`src/rtl/processador_pkg.sv`:
```
// processador_pkg: definitions shared by the processor control unit and its ALU.
//   - data and operand widths
//   - 4-bit opcode constants (ALU operations, memory operations and HALT)
//   - control-unit state enumeration
//   - is_alu_op(): true for opcodes that are executed by the ALU
package processador_pkg;

    localparam int DATA_W = 8;
    localparam int OPER_W = 4;

    localparam logic [3:0] OP_CLR   = 4'b0000;
    localparam logic [3:0] OP_ADD   = 4'b0001;
    localparam logic [3:0] OP_SUB   = 4'b0010;
    localparam logic [3:0] OP_MUL   = 4'b0011;
    localparam logic [3:0] OP_DIV   = 4'b0100;
    localparam logic [3:0] OP_AND   = 4'b0101;
    localparam logic [3:0] OP_OR    = 4'b0110;
    localparam logic [3:0] OP_NOT   = 4'b0111;
    localparam logic [3:0] OP_XOR   = 4'b1000;
    localparam logic [3:0] OP_XNOR  = 4'b1001;
    localparam logic [3:0] OP_PASSA = 4'b1010;
    localparam logic [3:0] OP_PASSB = 4'b1011;
    localparam logic [3:0] OP_STORE = 4'b1100;
    localparam logic [3:0] OP_LOADA = 4'b1101;
    localparam logic [3:0] OP_LOADB = 4'b1110;
    localparam logic [3:0] OP_HALT  = 4'b1111;

    typedef enum logic [3:0] {
        S_IDLE   = 4'd0,
        S_FETCH  = 4'd1,
        S_DECODE = 4'd2,
        S_EXEC   = 4'd3,
        S_WB     = 4'd4,
        S_MEM_RD = 4'd5,
        S_MEM_WB = 4'd6,
        S_STORE  = 4'd7,
        S_HALT   = 4'd8
    } estado_t;

    function automatic logic is_alu_op(input logic [3:0] op);
        return (op <= OP_PASSB);
    endfunction

endpackage

```
`src/rtl/unidade_controle.sv`:
```
// unidade_controle: multi-cycle control unit sequencing the 8-bit ALU.
// Fetches instructions from a synchronous ROM, owns registers A/B, drives
// the ALU opcode/enable and moves data between RAM and A/B.
// Ports:
//   clock, reset_n      - clock (rising edge), async active-low reset
//   start               - start execution from PC=0 (only in IDLE/HALT)
//   rom_addr / rom_data - program ROM address (= PC) / instruction (1-cycle latency)
//   ram_addr            - data RAM address (operand of current instruction)
//   ram_wdata / ram_we  - RAM write data / one-cycle write strobe
//   ram_rdata           - RAM read data (1-cycle latency)
//   regA, regB          - register contents (ALU inputs)
//   opcode, operando    - current instruction fields towards the ALU
//   enableULA           - one-cycle ALU enable
//   saidaULA            - registered ALU result
//   ocupado, parado     - busy (outside IDLE/HALT) / halted
//   erro                - sticky divide-by-zero flag
module unidade_controle
    import processador_pkg::*;
#(
    parameter int PC_WIDTH = 4
) (
    input  logic                clock,
    input  logic                reset_n,
    input  logic                start,
    output logic [PC_WIDTH-1:0] rom_addr,
    input  logic [DATA_W-1:0]   rom_data,
    output logic [OPER_W-1:0]   ram_addr,
    output logic [DATA_W-1:0]   ram_wdata,
    output logic                ram_we,
    input  logic [DATA_W-1:0]   ram_rdata,
    output logic [DATA_W-1:0]   regA,
    output logic [DATA_W-1:0]   regB,
    output logic [3:0]          opcode,
    output logic [OPER_W-1:0]   operando,
    output logic                enableULA,
    input  logic [DATA_W-1:0]   saidaULA,
    output logic                ocupado,
    output logic                parado,
    output logic                erro
);

    estado_t             state_q, state_d;
    logic [PC_WIDTH-1:0] pc_q, pc_d;
    logic [DATA_W-1:0]   ir_q, ir_d;
    logic [DATA_W-1:0]   rega_q, rega_d;
    logic [DATA_W-1:0]   regb_q, regb_d;
    logic [DATA_W-1:0]   wdata_q, wdata_d;
    logic                we_q, we_d;
    logic                en_q, en_d;
    logic                erro_q, erro_d;

    logic [3:0] dec_op;
    logic       div_zero;

    assign dec_op   = rom_data[7:4];
    // regB cannot change between DECODE and WB, so the zero test can be
    // re-evaluated in WB instead of being carried in an extra flag.
    assign div_zero = (ir_q[7:4] == OP_DIV) && (regb_q == '0);

    always_comb begin
        state_d = state_q;
        pc_d    = pc_q;
        ir_d    = ir_q;
        rega_d  = rega_q;
        regb_d  = regb_q;
        wdata_d = wdata_q;
        erro_d  = erro_q;
        // strobes are one-cycle pulses, asserted on entry to their state
        we_d    = 1'b0;
        en_d    = 1'b0;

        case (state_q)
            S_IDLE, S_HALT: begin
                if (start) begin
                    pc_d    = '0;
                    rega_d  = '0;
                    regb_d  = '0;
                    erro_d  = 1'b0;
                    state_d = S_FETCH;
                end
            end
            S_FETCH: state_d = S_DECODE;
            S_DECODE: begin
                ir_d = rom_data;
                pc_d = pc_q + PC_WIDTH'(1);
                if (is_alu_op(dec_op)) begin
                    if ((dec_op == OP_DIV) && (regb_q == '0)) begin
                        state_d = S_WB;
                    end else begin
                        state_d = S_EXEC;
                        en_d    = 1'b1;
                    end
                end else begin
                    case (dec_op)
                        OP_STORE: begin
                            state_d = S_STORE;
                            we_d    = 1'b1;
                            wdata_d = saidaULA;
                        end
                        OP_LOADA, OP_LOADB: state_d = S_MEM_RD;
                        default:            state_d = S_HALT;
                    endcase
                end
            end
            S_EXEC: state_d = S_WB;
            S_WB: begin
                if (div_zero) begin
                    rega_d = '1;
                    erro_d = 1'b1;
                end else begin
                    rega_d = saidaULA;
                end
                state_d = S_FETCH;
            end
            S_MEM_RD: state_d = S_MEM_WB;
            S_MEM_WB: begin
                if (ir_q[7:4] == OP_LOADA) rega_d = ram_rdata;
                else                       regb_d = ram_rdata;
                state_d = S_FETCH;
            end
            S_STORE: state_d = S_FETCH;
            default: state_d = S_IDLE;
        endcase
    end

    always_ff @(posedge clock or negedge reset_n) begin
        if (!reset_n) begin
            state_q <= S_IDLE;
            pc_q    <= '0;
            ir_q    <= '0;
            rega_q  <= '0;
            regb_q  <= '0;
            wdata_q <= '0;
            we_q    <= 1'b0;
            en_q    <= 1'b0;
            erro_q  <= 1'b0;
        end else begin
            state_q <= state_d;
            pc_q    <= pc_d;
            ir_q    <= ir_d;
            rega_q  <= rega_d;
            regb_q  <= regb_d;
            wdata_q <= wdata_d;
            we_q    <= we_d;
            en_q    <= en_d;
            erro_q  <= erro_d;
        end
    end

    assign rom_addr  = pc_q;
    assign ram_addr  = ir_q[3:0];
    assign ram_wdata = wdata_q;
    assign ram_we    = we_q;
    assign regA      = rega_q;
    assign regB      = regb_q;
    assign opcode    = ir_q[7:4];
    assign operando  = ir_q[3:0];
    assign enableULA = en_q;
    assign ocupado   = (state_q != S_IDLE) && (state_q != S_HALT);
    assign parado    = (state_q == S_HALT);
    assign erro      = erro_q;

endmodule

```
`config.mk`:
```
export PLATFORM = sky130hd
export DESIGN_NAME = unidade_controle
export DESIGN_NICKNAME = d
export VERILOG_FILES = /design/src/rtl/processador_pkg.sv /design/src/rtl/unidade_controle.sv
export SDC_FILE = /design/constraint.sdc
export NUM_CORES = 1
export LEC_CHECK = 0
export BUFFER_PORTS_ARGS = -buffer_cell sky130_fd_sc_hd__buf_2
export CAP_MARGIN = 20
export CORE_ASPECT_RATIO = 0.9
export CORE_MARGIN = 10
export CORE_UTILIZATION = 54
export CTS_CLUSTER_DIAMETER = 40
export DETAILED_ROUTE_END_ITERATION = 12
export GPL_TIMING_DRIVEN = 1
export PLACE_DENSITY = 0.81
export SLEW_MARGIN = 10
export SYNTH_ARGS = -nofsm -noshare
export SYNTH_HDL_FRONTEND = slang
export SYNTH_SLANG_ARGS = --single-unit
export TNS_END_PERCENT = 1
```
`constraint.sdc`:
```
create_clock -name clock -period 3.6 [get_ports clock]
set_clock_uncertainty 0.1 [all_clocks]
set_input_delay 1.08 -clock clock [delete_from_list [all_inputs] [get_ports clock]]
set_output_delay 1.08 -clock clock [all_outputs]
set_load 0.01 [all_outputs]
```
==> results of run 1 <==
==> state kept, by name, summed over array words and instances (netlist names) <==
signal     flops
rom_addr       4
state_q        4
enableULA      1
ram_we         1
erro           1
ir_q           8
regA           8
regB           8
ram_wdata      8
==> area by class of cell <==
type / count / area, sq um
inverters: 6 / 22.5
multi-input cells: 131 / 925
repair buffers: 73 / 370
well taps: 46 / 57.6
flip-flops and latches: 43 / 1080
clock buffers: 6 / 72.6
fillers: 328 / 1230
==> path summary, 6_finish.rpt <==
kind                                        start                  endpoint  slack, ns  depth (start not counted)
setup / recovery           state_q[1]$_DFFE_PN0P_                    parado       0.79                          4
hold / removal                regA[3]$_DFFE_PN0P_       regA[3]$_DFFE_PN0P_       0.39                          1
setup reg to reg           state_q[1]$_DFFE_PN0P_    state_q[3]$_DFFE_PN0P_       1.43                          2
hold reg to reg               regA[3]$_DFFE_PN0P_       regA[3]$_DFFE_PN0P_       0.39                          1
max in group asynchronous                 reset_n  ram_wdata[2]$_DFFE_PN0P_       1.99                          1
min in group asynchronous                 reset_n       ir_q[3]$_DFFE_PN0P_       0.82                          1
==> cells in the mapped netlist, drive strengths merged <==
cell type	number	area share, %
nand2	49	8.6
dfrtp	43	50
mux2	16	9.9
o21ai	15	3.9
buf	14	5.0
mux2i	8	3.8
o31ai	8	2.8
inv	6	1.1
nor2	6	1.2
a21oi	5	1.9
nand4	3	1.6
nor4	3	0.88
nand2b	2	0.59
nand3	2	0.47
nor4b	2	2.2
o32ai	2	1.2
a221oi	1	0.41
a31oi	1	0.29
and4bb	1	0.59
clkbuf	1	0.18
ha	1	0.59
nand4b	1	0.41
nor3	1	0.23
nor4bb	1	0.47
o22ai	1	0.59
or4b	1	0.47
xor2	1	0.41
==> power groups by stage <==
stage	clock (mW)	combinational (mW)	sequential, mW
after floorplan	0	0.563	0.863
after global placement	0	0.834	0.845
after detailed placement	0	0.855	0.856
after CTS	0.281	0.856	0.851
after global routing	0.291	0.928	0.881
final	0.270	0.838	0.852
==> per-stage QoR <==
stage	utilization (%)	hold slack, ns	total power [mW]
3_3_place_gp	65.2	0.371	1.68
3_5_place_dp	65.2	0.376	1.71
6_report	67.2	0.386	1.96
2_1_floorplan	-	0.425	1.43
4_1_cts	67.2	0.392	1.99
5_1_grt	67.2	0.415	2.10
==> routing by layer <==
layer | routed length [um] | part of all wire [%] | GRT usage (%)
met3 | 277 | 5.4 | 4.69
met2 | 2700 | 52 | 26.4
met1 | 2120 | 41 | 17.1
met5 | 0 | 0 | 0
met4 | 76 | 1.5 | 5.34
==> cell families after synthesis <==
logic type / after synthesis / synth area share (%)
AND/OR/NAND/NOR: 72 / 17.7
flip-flops: 43 / 50.4
AO/OA/AOI/OAI: 33 / 11.0
multiplexers: 24 / 13.6
buffers and inverters: 21 / 6.22
XOR/XNOR: 1 / 0.411
adder cells (fa/ha/maj): 1 / 0.586
==> impl_metrics.env, run 1 <==
export IMPL_status="complete, no violations"
export IMPL_dieHeight_um=79.6
export IMPL_design_area_sq_mm=0.00252
export IMPL_antenna_cells=0
export IMPL_io_pins=72
export IMPL_fin_ws_ns=0.789
export IMPL_leakagePower_nw=1.36
export IMPL_antenna_found_initial=0
export IMPL_crit_family="flip-flops"
export IMPL_max_slew_margin_rel_pct=38.6
export IMPL_core_area_sq_mm=0.00376
export IMPL_syn_inst=195
export IMPL_first_pass_iters=6
export IMPL_grt_ovfl_total=0
export IMPL_max_clock_freq_mhz=356
export IMPL_hold_violations=0
export IMPL_max_stage_delay_ns=0.68
export IMPL_place_inst=299
export IMPL_path_buf_inv=2
export IMPL_grt_pass1_wl_um=8420
export IMPL_synth_fp_nets=223
export IMPL_path_cells="nor3_1 -> nand2_1 -> inv_1 -> buf_2"
export IMPL_cts_buffers=5
export IMPL_final_cells=305
export IMPL_avgSynthCellArea_sq_um=10.9
export IMPL_p_per_area_mw_per_mm2=777
export IMPL_viasPerCell=5.52
export IMPL_start_util_pct=56.8
export IMPL_pwr_share_clk_pct=13.8
export IMPL_rsz0062_at_grt="no"
export IMPL_die_x_um=86.3
export IMPL_layout_commonest_cell="buf_2"
export IMPL_cts_sinks=43
export IMPL_dp_slack_ns=1.11
export IMPL_synth_area_sq_mm=0.00213
export IMPL_dieArea_sq_mm=0.00687
export IMPL_cts_root_buf="clkbuf_8"
export IMPL_htreeDepth=2
export IMPL_synth_seq_area_share_pct=50.4
export IMPL_rows=21
export IMPL_power_switching_share_pct=40.0
export IMPL_cts_setup_buffers=0
export IMPL_worstSetupPathType="flop to primary output"
export IMPL_synth_warnings=0
export IMPL_mostFrequentLayoutCells="71 x buf_2, 49 x nand2_1, 43 x dfrtp_1, 9 x o21ai_1"
export IMPL_clkTransAtPathRegs_ns=0.07
export IMPL_place_congestion=0.816
export IMPL_grt_max_degree=44
export IMPL_required_ns=2.42
export IMPL_drtIter0Drc=116
export IMPL_nNetsFinal=288
export IMPL_placed_cell_area_sq_mm=0.00245
export IMPL_ir_drop_mv=0.391
export IMPL_drive_gt1_share_pct=37.1
export IMPL_fin_crit_ns=2.81
export IMPL_fin_tns_setup_ns=0
export IMPL_start_kind="flop"
export IMPL_track_usage_pct=15.1
export IMPL_period_share_pct=78.1
export IMPL_area_growth_pct=18.3
export IMPL_end_kind="primary output"
export IMPL_switchingPower_uw=784
export IMPL_tightest_slew_ns=0.920
export IMPL_synth_cell_types=37
export IMPL_tritoncts="done"
export IMPL_drc=0
export IMPL_ant_nets=0
export IMPL_ys_ff_latch=43
export IMPL_grt_pass1_vias=1769
export IMPL_drt_wl_total_um=5170
export IMPL_hold_class="flop to flop"
export IMPL_io_buffers=71
export IMPL_crit_path_max_fanout=18
export IMPL_dp_hpwl_um=4060
export IMPL_pwr_share_comb_pct=42.7
export IMPL_setup_viol=0
export IMPL_routedWlPerCell_um=16.9
export IMPL_ctsResizeCount=0
export IMPL_seq_power_share_pct=43.5
export IMPL_worstPathArrival_ns=1.63
export IMPL_slew_violations=0
export IMPL_ctsHoldBuffers=0
export IMPL_cap_viol_max_count=0
export IMPL_cts_path_max_buffers=2
export IMPL_crit_slowest_cell="dfrtp_1"
export IMPL_routed_via_count=1684
export IMPL_p_int_mw=1.18
export IMPL_insertion_delay_ns=0.28
No activity file was read; power rests on OpenSTA's default activity.
==> inputs of run 2 (changes only) <==
- CORE_UTILIZATION: 54 -> 50
- PLACE_DENSITY: 0.81 -> 0.75
- clock period: 3.6 -> 2.6 ns (I/O delays scaled with it)
==> run 2 against run 1 <==
Compared with the run above:
- via count decreased by 2.6%
- global-route usage increased by 0.14 points
- sequential share of layout area decreased by 0.77 points
- clock power increased by 49%
- first-iteration DRC count decreased by 13%
- hold slack got worse by 0.035 ns
- non-clock buffer count increased by 3
==> impl_metrics.env, run 2 (synthesis results as in run 1) <==
export IMPL_status="complete, no violations"
export IMPL_cts_buffers=5
export IMPL_tightest_slew_ns=0.709
export IMPL_period_share_pct=89.4
export IMPL_rsz0062_at_grt="no"
export IMPL_ctsHoldBuffers=0
export IMPL_p_per_area_mw_per_mm2=1070
export IMPL_viasPerCell=5.26
export IMPL_max_stage_delay_ns=0.53
export IMPL_crit_slowest_cell="dfrtp_1"
export IMPL_worstPathArrival_ns=1.44
export IMPL_track_usage_pct=15.3
export IMPL_path_buf_inv=2
export IMPL_grt_max_degree=24
export IMPL_grt_most_used_layer="met2"
export IMPL_worstReg2RegEnd="state_q[3]$_DFFE_PN0P_"
export IMPL_grt_pass1_wl_um=8580
export IMPL_cap_viol_max_count=0
export IMPL_regArea_sq_mm=0.00108
export IMPL_htreeDepth=2
export IMPL_setup_viol=0
export IMPL_end_kind="primary output"
export IMPL_slew_violations=0
export IMPL_layout_commonest_cell="buf_2"
export IMPL_leakagePower_nw=1.39
export IMPL_drtIter0Drc=101
export IMPL_r2r_setup_slack_ns=0.61
export IMPL_mostFrequentLayoutCells="71 x buf_2, 49 x nand2_1, 43 x dfrtp_1, 9 x o21ai_1"
export IMPL_io_buffers=71
export IMPL_ctsResizeCount=0
export IMPL_multi_input_area_sq_um=925
export IMPL_tritoncts="done"
export IMPL_clkTransAtPathRegs_ns=0.08
export IMPL_crit_family="flip-flops"
export IMPL_cts_sinks=43
export IMPL_io_pins=72
export IMPL_start_util_pct=52.0
export IMPL_nNetsFinal=291
export IMPL_hold_class="primary input to asynchronous set/reset pin"
export IMPL_rows=22
export IMPL_worstSetupPathType="flop to primary output"
export IMPL_place_congestion=0.812
export IMPL_cts_path_max_buffers=2
export IMPL_drc=0
export IMPL_start_kind="flop"
export IMPL_dieArea_sq_mm=0.00728
export IMPL_cts_setup_buffers=0
export IMPL_area_growth_pct=20.5
export IMPL_grt_pass1_vias=1677
export IMPL_max_clock_freq_mhz=430
export IMPL_placed_cell_area_sq_mm=0.00249
export IMPL_dp_hpwl_um=4120
export IMPL_nFillCells=352
export IMPL_routedWlPerCell_um=17.0
export IMPL_first_pass_iters=4
export IMPL_antenna_cells=0
export IMPL_dieHeight_um=82.0
export IMPL_cts_root_buf="clkbuf_8"
export IMPL_routed_via_count=1640
export IMPL_design_area_sq_mm=0.00257
export IMPL_hold_ws_ns=0.351
export IMPL_use_met1_pct=18.9
export IMPL_fin_tns_setup_ns=0
export IMPL_core_area_sq_mm=0.00410
export IMPL_crit_path_max_fanout=10
export IMPL_fin_crit_ns=2.32
export IMPL_drive_gt1_share_pct=37.9
export IMPL_grt_ovfl_total=0
export IMPL_die_x_um=88.9
export IMPL_hold_violations=0
export IMPL_antenna_found_initial=0
export IMPL_rr_startpoint="state_q[3]$_DFFE_PN0P_"
export IMPL_r2r_cells=2
export IMPL_ant_nets=0
export IMPL_max_slew_margin_rel_pct=52.7
export IMPL_drt_wl_total_um=5300
export IMPL_path_cells="nor3_1 -> nand2_1 -> inv_1 -> buf_2"
export IMPL_met2_usage_pct=24.9
export IMPL_ir_drop_mv=0.523
export IMPL_use_met3_pct=4.55
export IMPL_required_ns=1.72
export IMPL_insertion_delay_ns=0.29
run 2: cell count changes in the layout (fill, tap and decap cells not counted), sizes merged:
| cell | change |
|---|---|
| buf | +3 |
| clkbuf | +1 |
| clkinv | +1 |
run 2: worst max path at each step:
stage                            from  cells after the start             endpoint
2_1_floorplan  state_q[1]$_DFFE_PN0P_                      5               parado
3_3_place_gp                    start                      4  regA[7]$_DFFE_PN0P_
3_5_place_dp                    start                      4  regA[5]$_DFFE_PN0P_
4_1_cts        state_q[0]$_DFFE_PN0P_                      4               parado
5_1_grt        state_q[0]$_DFFE_PN0P_                      4               parado
6_report       state_q[0]$_DFFE_PN0P_                      4               parado
run 2: per-layer routing:
metal  share of wire (%)  vias to the layer above  routed length, um
li1                    -                      809                  -
met1                  44                      789               2320
met2                  49                       38               2620
met3                 5.7                        4                301
met4                0.98                        0                 52
met5                   0                        -                  0
run 2: area by class of cell:
type	count	share of cell area [%]
clock inverter	1	0.195
timing repair buffer	76	15.8
multi-input combinational	131	36.0
tap	48	2.34
clock buffer	7	2.97
sequential	43	41.9
inverter	6	0.876
run 2: worst register-to-register path: cells and delay by family, from the launching register on:
kind               cells  cell delay, ns
and+or+nand+nor        1            0.87
DFF                    1            0.61
AOI/OAI and AO/OA      1            0.32
run 2: stage by stage:
stage	cells	power (mW)	setup slack, ns	util, %
floorplan	195	1.97	0.641	-
global placement	304	2.35	0.495	60.7
detailed placement	304	2.39	0.473	60.7
CTS	312	2.79	0.269	62.7
global route	312	2.97	0.162	62.7
finish	312	2.76	0.277	62.7
run 2: power by group:
group          total (mW)  leakage (nW)  internal [mW]  switching [mW]
Combinational        1.21         0.773          0.547           0.660
Sequential           1.15         0.570          0.918           0.236
Clock               0.402        0.0422          0.189           0.213
Total                2.76          1.39           1.65            1.11
